### config.mk
export PLATFORM = sky130hd
export DESIGN_NAME = note_sequencer
export DESIGN_NICKNAME = d
export VERILOG_FILES = /design/src/rtl/note_sequencer.sv
export SDC_FILE = /design/constraint.sdc
export NUM_CORES = 1
export LEC_CHECK = 0
export CAP_MARGIN = 10
export CORE_MARGIN = 5
export CORE_UTILIZATION = 63
export CTS_BUF_LIST = sky130_fd_sc_hd__clkbuf_8
export CTS_CLUSTER_SIZE = 24
export DETAILED_ROUTE_END_ITERATION = 10
export PLACE_DENSITY = 0.88
export SKIP_LAST_GASP = 1
export SLEW_MARGIN = 10
export SYNTH_ARGS = -nofsm -noshare
export SYNTH_HDL_FRONTEND = slang
export SYNTH_SLANG_ARGS = --single-unit
### constraint.sdc
create_clock -name CLOCK50 -period 4.59 [get_ports CLOCK50]
set_input_delay 0.6885 -clock CLOCK50 [delete_from_list [all_inputs] [get_ports CLOCK50]]
set_output_delay 0.6885 -clock CLOCK50 [all_outputs]
set_load 0.01 [all_outputs]
### src/rtl/note_sequencer.sv
// Melody sequencer: walks an 8-note ROM and drives the
// square-wave divider period word plus an audible gate.
module note_sequencer #(
  parameter int BEAT_CYCLES = 12_500_000,
  parameter int GAP_CYCLES  = 500_000
) (
  input  logic        CLOCK50,
  input  logic        reset,
  input  logic        start,
  input  logic        stop,
  input  logic        loop,
  output logic [23:0] frequency,
  output logic        tone_en,
  output logic [2:0]  note_idx,
  output logic        busy,
  output logic        done
);

  localparam logic [1:0] S_IDLE = 2'd0;
  localparam logic [1:0] S_PLAY = 2'd1;
  localparam logic [1:0] S_GAP  = 2'd2;

  localparam logic [31:0] BEAT1 = 32'(BEAT_CYCLES - 1);
  localparam logic [31:0] BEAT2 = 32'(2 * BEAT_CYCLES - 1);
  localparam logic [31:0] GAPL  = 32'(GAP_CYCLES - 1);

  logic [1:0]  state, state_n;
  logic [31:0] cnt, cnt_n;
  logic [23:0] freq_n;
  logic [2:0]  idx_n;
  logic        ten_n;
  logic        busy_n;
  logic        done_n;
  logic [2:0]  nxt_idx;
  logic [31:0] play_last;

  function automatic logic [23:0] rom(input logic [2:0] i);
    logic [23:0] p;
    p = 24'd0;
    unique case (i)
      3'd0: p = 24'd191110;
      3'd1: p = 24'd170265;
      3'd2: p = 24'd151686;
      3'd3: p = 24'd143172;
      3'd4: p = 24'd127551;
      3'd5: p = 24'd113636;
      3'd6: p = 24'd101239;
      3'd7: p = 24'd95556;
    endcase
    return p;
  endfunction

  // Index 7 wraps to 0, which is exactly the loop restart
  assign nxt_idx   = note_idx + 3'd1;
  assign play_last = (note_idx == 3'd7) ? BEAT2 : BEAT1;

  always_comb begin
    state_n = state;
    cnt_n   = cnt;
    freq_n  = frequency;
    idx_n   = note_idx;
    ten_n   = tone_en;
    busy_n  = busy;
    done_n  = 1'b0;
    if (stop) begin
      state_n = S_IDLE;
      cnt_n   = 32'd0;
      ten_n   = 1'b0;
      busy_n  = 1'b0;
    end else begin
      unique case (state)
        S_IDLE: begin
          if (start) begin
            state_n = S_PLAY;
            cnt_n   = 32'd0;
            idx_n   = 3'd0;
            freq_n  = rom(3'd0);
            ten_n   = 1'b1;
            busy_n  = 1'b1;
          end
        end
        S_PLAY: begin
          if (cnt == play_last) begin
            state_n = S_GAP;
            cnt_n   = 32'd0;
            ten_n   = 1'b0;
          end else begin
            cnt_n = cnt + 32'd1;
          end
        end
        S_GAP: begin
          if (cnt == GAPL) begin
            cnt_n = 32'd0;
            if (note_idx != 3'd7 || loop) begin
              state_n = S_PLAY;
              idx_n   = nxt_idx;
              freq_n  = rom(nxt_idx);
              ten_n   = 1'b1;
            end else begin
              state_n = S_IDLE;
              busy_n  = 1'b0;
              done_n  = 1'b1;
            end
          end else begin
            cnt_n = cnt + 32'd1;
          end
        end
        default: begin
          state_n = S_IDLE;
          cnt_n   = 32'd0;
          ten_n   = 1'b0;
          busy_n  = 1'b0;
        end
      endcase
    end
  end

  always_ff @(posedge CLOCK50) begin
    if (reset) begin
      state     <= S_IDLE;
      cnt       <= 32'd0;
      frequency <= 24'd0;
      note_idx  <= 3'd0;
      tone_en   <= 1'b0;
      busy      <= 1'b0;
      done      <= 1'b0;
    end else begin
      state     <= state_n;
      cnt       <= cnt_n;
      frequency <= freq_n;
      note_idx  <= idx_n;
      tone_en   <= ten_n;
      busy      <= busy_n;
      done      <= done_n;
    end
  end

endmodule

==> impl_results.md, run 1 <==
- Status: completed
- Fill count: between 300 and 400
- Setup slack, reg-to-reg: between 1.5 and 2 ns
- Root Driver: clkbuf_8
- Setup CP Type: flip-flop to flip-flop
- Ys async rst share: 0%
- HPWL after DPL: 5227 um
- Clock share of power: around 35%
- Num CTS Buffers: 5
- Highest clock rate: between 300 and 400 MHz
- Switching share of total power: between 20% and 30%
- CP endpoint kind: flip-flop
- Comb power frac: approximately an eighth
- CP top delay family: simple AND/OR/NAND/NOR gates
- Fin util: around 74%
- Synth Flop Type: dfxtp_1
- Initial antenna violation count: 0
- Clock tree buffer depth: 2
- Min Tclk post-route: between 3 and 4 ns
- Post-DP Area: 0.003378 mm2
- Largest net degree at the start of global routing: 29
- Number of nets with antenna violations after routing: 0
- CTS resizes: 0
- Post-route cell area: approximately 0.0035 mm2
- R2R depth: 7
- Skew final: 0.01148 ns
- Critical Path Source: state[0]$_SDFFE_PP0P_
- Die height: approximately 80 um
- Hold Vio Cnt, Final: 0
- Yosys reg bits: 56
- Worst IR drop on VDD: around 0.18 mV
- Postcts setup bufs: 0
- Cell Rows: 25
- Die X: 80.35 um
- Max Fanout on Critical Path: 19
- First-pass GRT wire length: 12460 um
- Gr usage total: between 20% and 30%
- Yosys top cell area share: around 36%
- Total Power: about 950 uW
- Leading area contributor after synthesis: dfxtp_1
- Total number of vias: slightly below 3000
- Htree depth: 2
- Setup_tns: 0 ns
- Net count, final: approximately 420
- Slowest cell delay on critical path: roughly 0.61 ns
- Max_cap viols: 0
- Post-CTS Hold Buffers: 0
- # setup viols final: 0
- Pre-antenna DRT Iters: 5
- TritonCTS clock tree: done
- Top post-synthesis cells by area: dfxtp_1, nand2_1, nand3_1
- Slew @ Worst Pin: between 1 and 1.5 ns
- Port bufs: 28
- Worst Hold Path Cells: 2
- Num Clock Sinks: between 50 and 60
- RSZ-0062 raised after global routing: false
- Reg-to-Reg Start: state[0]$_SDFFE_PP0P_
- Commonest cells in the synthesized netlist: dfxtp_1, nand2_1, nand3_1
- Worst path bufs/invs: 1
- Flop pwr share: 52.9%
- RR Endpoint: frequency[5]$_SDFFE_PP0P_
- Mean area per synthesized cell: roughly 8.0 um2
- Number of DRC markers in iteration 0: about 360
- Worst rel slew slack: ~29%
- Die Area: approximately 0.0065 mm2
- Crit-path slowest cell: ha_1
- Boundary Pins: 35
- Total grt overflow: 0
- Internal power: roughly 710 uW
- Crit path required time: between 4 and 5 ns
- Layout cells sized above 1: approximately 5.4%
- Startpoint Class: flip-flop
- Mapped Area: 0.003118 mm2
- CP Data Arrival Time: 3.33 ns
- Crit. path cell count: 7
- Starting Density: 65.58%
- Detailed-route DRC error count: 0
- RePlAce Congestion: roughly 0.86
- Post-synthesis cell count: about 400
- Register area share after synthesis: between 30% and 40%
- Final Slew Violations: 0
- Wire length per cell: 15.92 um
- Routed WL: about 7500 um
- PwrDens: about 270 mW/mm2
- Final Cycle Share: approximately two thirds
- Antenna diodes: 0
- HP Class: flip-flop to flip-flop
- Core Footprint: 0.004755 mm2
- Pleak: 0.001209 uW
- Reg clk slew, reported paths: about 0.1 ns
- Synth cell types: between 50 and 60
- Area grow syn2layout: 12.08%
- Setup crit end: frequency[5]$_SDFFE_PP0P_
- Post-synth EDFFs: 0
- Vias per cell: roughly 6.3
- Crit path cell chain: inv_1 > ha_1 > o21ai_0 > nor4_1 > o21ai_1 > or3_1 > a21oi_1
- Sw Pwr: around 250 uW
- Clock latency on the worst-skew pair: ~0.32 ns
- Most numerous cell in the Yosys netlist: dfxtp_1
- Vias in the first global route: roughly 2600
- Yosys warnings: 0
==> power groups by stage <==
stage               registers, uW  logic, uW  clock network [uW]
floorplan                     521       70.1                   0
global placement              516        109                   0
detailed placement            516        110                   0
CTS                           505        111                 339
global route                  508        122                 364
finish                        505        112                 337
==> sequential cells by signal, indices dropped and copies added, names as in the netlist <==
signal and count:
done 1, tone_en 1, note_idx 2, frequency 17, busy 1, state 2, cnt 32
==> through the flow <==
step	instances	setup WS, ns	hold slack (ns)
after floorplan	394	2.202	0.4649
after global placement	465	1.586	0.4458
after detailed placement	465	1.555	0.4490
after CTS	473	1.535	0.4670
after global routing	473	1.230	0.4954
final	473	1.518	0.4620
==> how the worst min path moves through the flow <==
stage                          startpoint                         end  slack (ns)
2_1_floorplan        cnt[11]$_SDFFE_PP0P_        cnt[11]$_SDFFE_PP0P_        0.46
3_3_place_gp    frequency[5]$_SDFFE_PP0P_   frequency[5]$_SDFFE_PP0P_        0.45
3_5_place_dp   frequency[10]$_SDFFE_PP0P_  frequency[10]$_SDFFE_PP0P_        0.45
4_1_cts         frequency[8]$_SDFFE_PP0P_   frequency[8]$_SDFFE_PP0P_        0.47
5_1_grt         frequency[8]$_SDFFE_PP0P_   frequency[8]$_SDFFE_PP0P_        0.50
6_report        frequency[8]$_SDFFE_PP0P_   frequency[8]$_SDFFE_PP0P_        0.46
==> area by class of cell <==
cell class	count	area [um2]	area share [%]
Multi-Input combinational cell	298	1818	52.02
Clock inverter	3	47.55	1.361
Tap cell	67	83.83	2.399
Clock buffer	5	68.82	1.969
Inverter	12	45.04	1.289
Sequential cell	56	1121	32.08
Timing Repair Buffer	32	310.3	8.879
==> logic make-up (layout without fill, tap and decap cells) <==
group / count (synthesis) / in the layout / synth area share (%)
buffers and inverters: 40 / 52 / 6.340
muxes: 9 / 9 / 2.970
adders and majority gates: 11 / 11 / 4.414
AOI/OAI and AO/OA: 91 / 91 / 20.59
and+or+nand+nor: 176 / 176 / 28.21
DFF: 56 / 56 / 35.96
xor gates and xnor gates: 5 / 5 / 1.404
other: 1 / 6 / 0.1203
==> worst register-to-register path, stage by stage, from the launching register on <==
cell	delay, ns
dfxtp_1	0.36
inv_1	0.09
ha_1	0.61
o21ai_0	0.38
nor4_1	0.52
o21ai_1	0.43
or3_1	0.48
a21oi_1	0.15
==> metal layers <==
metal	part of all wire (%)	vias to the layer above	track usage, %	wire length, um
li1	-	1433	-	-
met1	43	1388	31.44	3264
met2	47	144	40.73	3576
met3	8.2	10	5.493	618
met4	0.93	0	5.912	70
met5	0	-	0	0
==> layout by cell type (no fill, tap or decap), types with 7 or more instances in the layout <==
master / synthesis / final
nand4_1: 11 / 11
a21oi_1: 25 / 25
nand3_1: 33 / 33
nor2_1: 32 / 32
nor3_1: 10 / 10
dfxtp_1: 56 / 56
mux2i_1: 7 / 7
inv_1: 12 / 12
clkdlybuf4s50_1: 0 / 28
ha_1: 11 / 11
nand2_1: 51 / 51
o21ai_1: 9 / 9
Power figures use the tool's default switching activity.
==> inputs of run 2 (changes only) <==
--- a/config.mk
+++ b/config.mk
@@ -7,11 +7,11 @@
 export LEC_CHECK = 0
 export CAP_MARGIN = 10
 export CORE_MARGIN = 5
-export CORE_UTILIZATION = 63
+export CORE_UTILIZATION = 58
 export CTS_BUF_LIST = sky130_fd_sc_hd__clkbuf_8
 export CTS_CLUSTER_SIZE = 24
 export DETAILED_ROUTE_END_ITERATION = 10
-export PLACE_DENSITY = 0.88
+export PLACE_DENSITY = 0.82
 export SKIP_LAST_GASP = 1
 export SLEW_MARGIN = 10
 export SYNTH_ARGS = -nofsm -noshare
==> constraint.sdc (replaced) <==
create_clock -name CLOCK50 -period 3.2 [get_ports CLOCK50]
set_input_delay 0.48 -clock CLOCK50 [delete_from_list [all_inputs] [get_ports CLOCK50]]
set_output_delay 0.48 -clock CLOCK50 [all_outputs]
set_load 0.01 [all_outputs]
==> impl_results.md, run 2 (synthesis gave the netlist of run 1 again) <==
- Hold Vio Cnt, Final: 0 (unchanged)
- Area grow syn2layout: 12.88%
- Detailed-route DRC error count: 0 (unchanged)
- RSZ-0062 raised after global routing: false
- Antenna diodes: 0 (unchanged)
- Worst IR drop on VDD: 0.2927 mV (+64%)
- Total number of vias: 2841 (-4.5%)
- Post-CTS Hold Buffers: 0 (unchanged)
- Fill count: 431 (+18%)
- Num CTS Buffers: 5 (unchanged)
- Vias per cell: 5.919 (-5.9%)
- Postcts setup bufs: 0 (unchanged)
- Min Tclk post-route: 2.788 ns (-0.2842 ns)
- Max Fanout on Critical Path: 8 (-11)
- Commonest non-fill, non-tap cell in the layout: dfxtp_1
- Die Area: 0.006942 mm2 (+7.5%)
- Startpoint Class: flip-flop
- Cell Rows: 26 (+4.0%)
- Reg with most FFs: cnt
- # setup viols final: 0 (unchanged)
- TritonCTS clock tree: done
- Largest net degree at the start of global routing: 34 (+17%)
- Initial antenna violation count: 0 (unchanged)
- Vias in the first global route: 2527 (-4.5%)
- Number of nets with antenna violations after routing: 0 (unchanged)
- First-pass GRT wire length: 11810 um (-5.2%)
- Starting Density: 60.28% (-5.3 points)
- Skew final: 0.006025 ns (-0.005451 ns)
- Gr usage total: 19.87% (-4.4 points)
- Crit path cell chain: ha_1 > ha_1 > and3_1 > a31oi_1 > o41ai_4 > a211oi_1 > a21oi_1 > mux2i_1
- Port bufs: 28 (unchanged)
- Core Footprint: 0.005172 mm2 (+8.8%)
- Die X: 83.32 um (+3.7%)
- HPWL after DPL: 4919 um (-5.9%)
- Hold slack: 0.4591 ns (-0.002912 ns)
- Setup CP Type: flip-flop to flip-flop
- CP most frequent cell: ha_1
- Die height: 83.32 um (+3.7%)
- RePlAce Congestion: 0.8556 (-0.66%)
- Top Registers: cnt (32), frequency (17)
- Clock tree buffer depth: 2 (unchanged)
- Max reg flops: 32 (unchanged)
- Crit path required time: 3.44 ns (-1.40 ns)
- Number of DRC markers in iteration 0: 245 (-32%)
- HP Class: flip-flop to flip-flop
- Total grt overflow: 0 (unchanged)
- Slowest cell delay on critical path: 0.88 ns (+0.27 ns)
- CTS resizes: 0 (unchanged)
- Pleak: 0.001228 uW (+1.6%)
- Crit-path slowest cell: a211oi_1
- Num Clock Sinks: 56 (unchanged)
- Status: completed
- Net count, final: 425 (+0.95%)
- PwrDens: 380.4 mW/mm2 (+39%)
- CP endpoint kind: flip-flop
- Clock latency on the worst-skew pair: 0.31 ns (about the same)
- Most frequent cells in the layout: dfxtp_1, nand2_1, nand3_1, nor2_1, clkdlybuf4s50_1
- Total Power: 1339 uW (+40%)
- CP top delay family: compound AO/OA/AOI/OAI gates
- Placed insts: 472 (+1.5%)
- Root Driver: clkbuf_8
- Max_cap viols: 0 (unchanged)
- Routed WL: 6824 um (-9.4%)
- Final Slew Violations: 0 (unchanged)
- Setup_tns: 0 ns (unchanged)
- Reg clk slew, reported paths: 0.10 ns (about the same)
- Pre-antenna DRT Iters: 5 (unchanged)
- Worst rel slew slack: 28.50% (about the same)
- Post-Layout Cell Count: 480 (+1.5%)
- CP Data Arrival Time: 3.03 ns (-0.30 ns)
- Boundary Pins: 35 (unchanged)
- Setup slack, reg-to-reg: 0.41 ns (-1.11 ns)
- Final Cycle Share: 87.13% (+20 points)
- Worst path bufs/invs: 0 (-1)
- Slew @ Worst Pin: 1.066 ns (+0.0009212 ns)
- Layout cells sized above 1: 6.098% (+0.68 points)
- Highest clock rate: 358.6 MHz (+10%)
- Wire length per cell: 14.22 um (-11%)
- Htree depth: 2 (unchanged)
[run 2: area by class of cell]
cell class                      count  area (um2)  area share [%]
Multi-Input combinational cell    298        1818           51.65
Sequential cell                    56        1121           31.85
Timing Repair Buffer               36       340.3           9.669
Tap cell                           70       87.58           2.488
Clock buffer                        5       68.82           1.955
Inverter                           12       45.04           1.280
Clock inverter                      3       38.79           1.102
[run 2: per-layer routing]
| metal | track usage (%) | part of all wire [%] | vias up |
|---|---|---|---|
| li1 | - | - | 1447 |
| met1 | 28.62 | 49 | 1311 |
| met2 | 30.76 | 44 | 77 |
| met3 | 3.663 | 5.8 | 6 |
| met4 | 4.458 | 0.73 | 0 |
| met5 | 0 | 0 | - |
[run 2: power by group]
part	switching (uW)	internal (uW)
combinational	93.5	70.3
sequential	9.93	714
clock	222	229
total	325	1010
[run 2: worst paths after layout]
check                                                from                         to  depth (start not counted)
worst max-delay path             note_idx[0]$_SDFFE_PP0P_        cnt[8]$_SDFFE_PP0P_                          8
worst min-delay path            frequency[5]$_SDFFE_PP0P_  frequency[5]$_SDFFE_PP0P_                          2
worst max register to register   note_idx[0]$_SDFFE_PP0P_        cnt[8]$_SDFFE_PP0P_                          8
worst min register to register  frequency[5]$_SDFFE_PP0P_  frequency[5]$_SDFFE_PP0P_                          2
[run 2: per-stage QoR]
stage	setup WS, ns	area [um2]	util [%]
floorplan	0.8118	3137	-
global placement	0.5767	3412	65.97
detailed placement	0.4336	3412	65.97
CTS	0.4148	3520	68.05
global route	0.08420	3520	68.05
finish	0.4117	3520	68.05
[run 2: tightest hold or removal path, cell delays in order, from the launching register on]
cell and delay [ns]:
dfxtp_1 0.32, nand2_1 0.05, a21oi_1 0.05
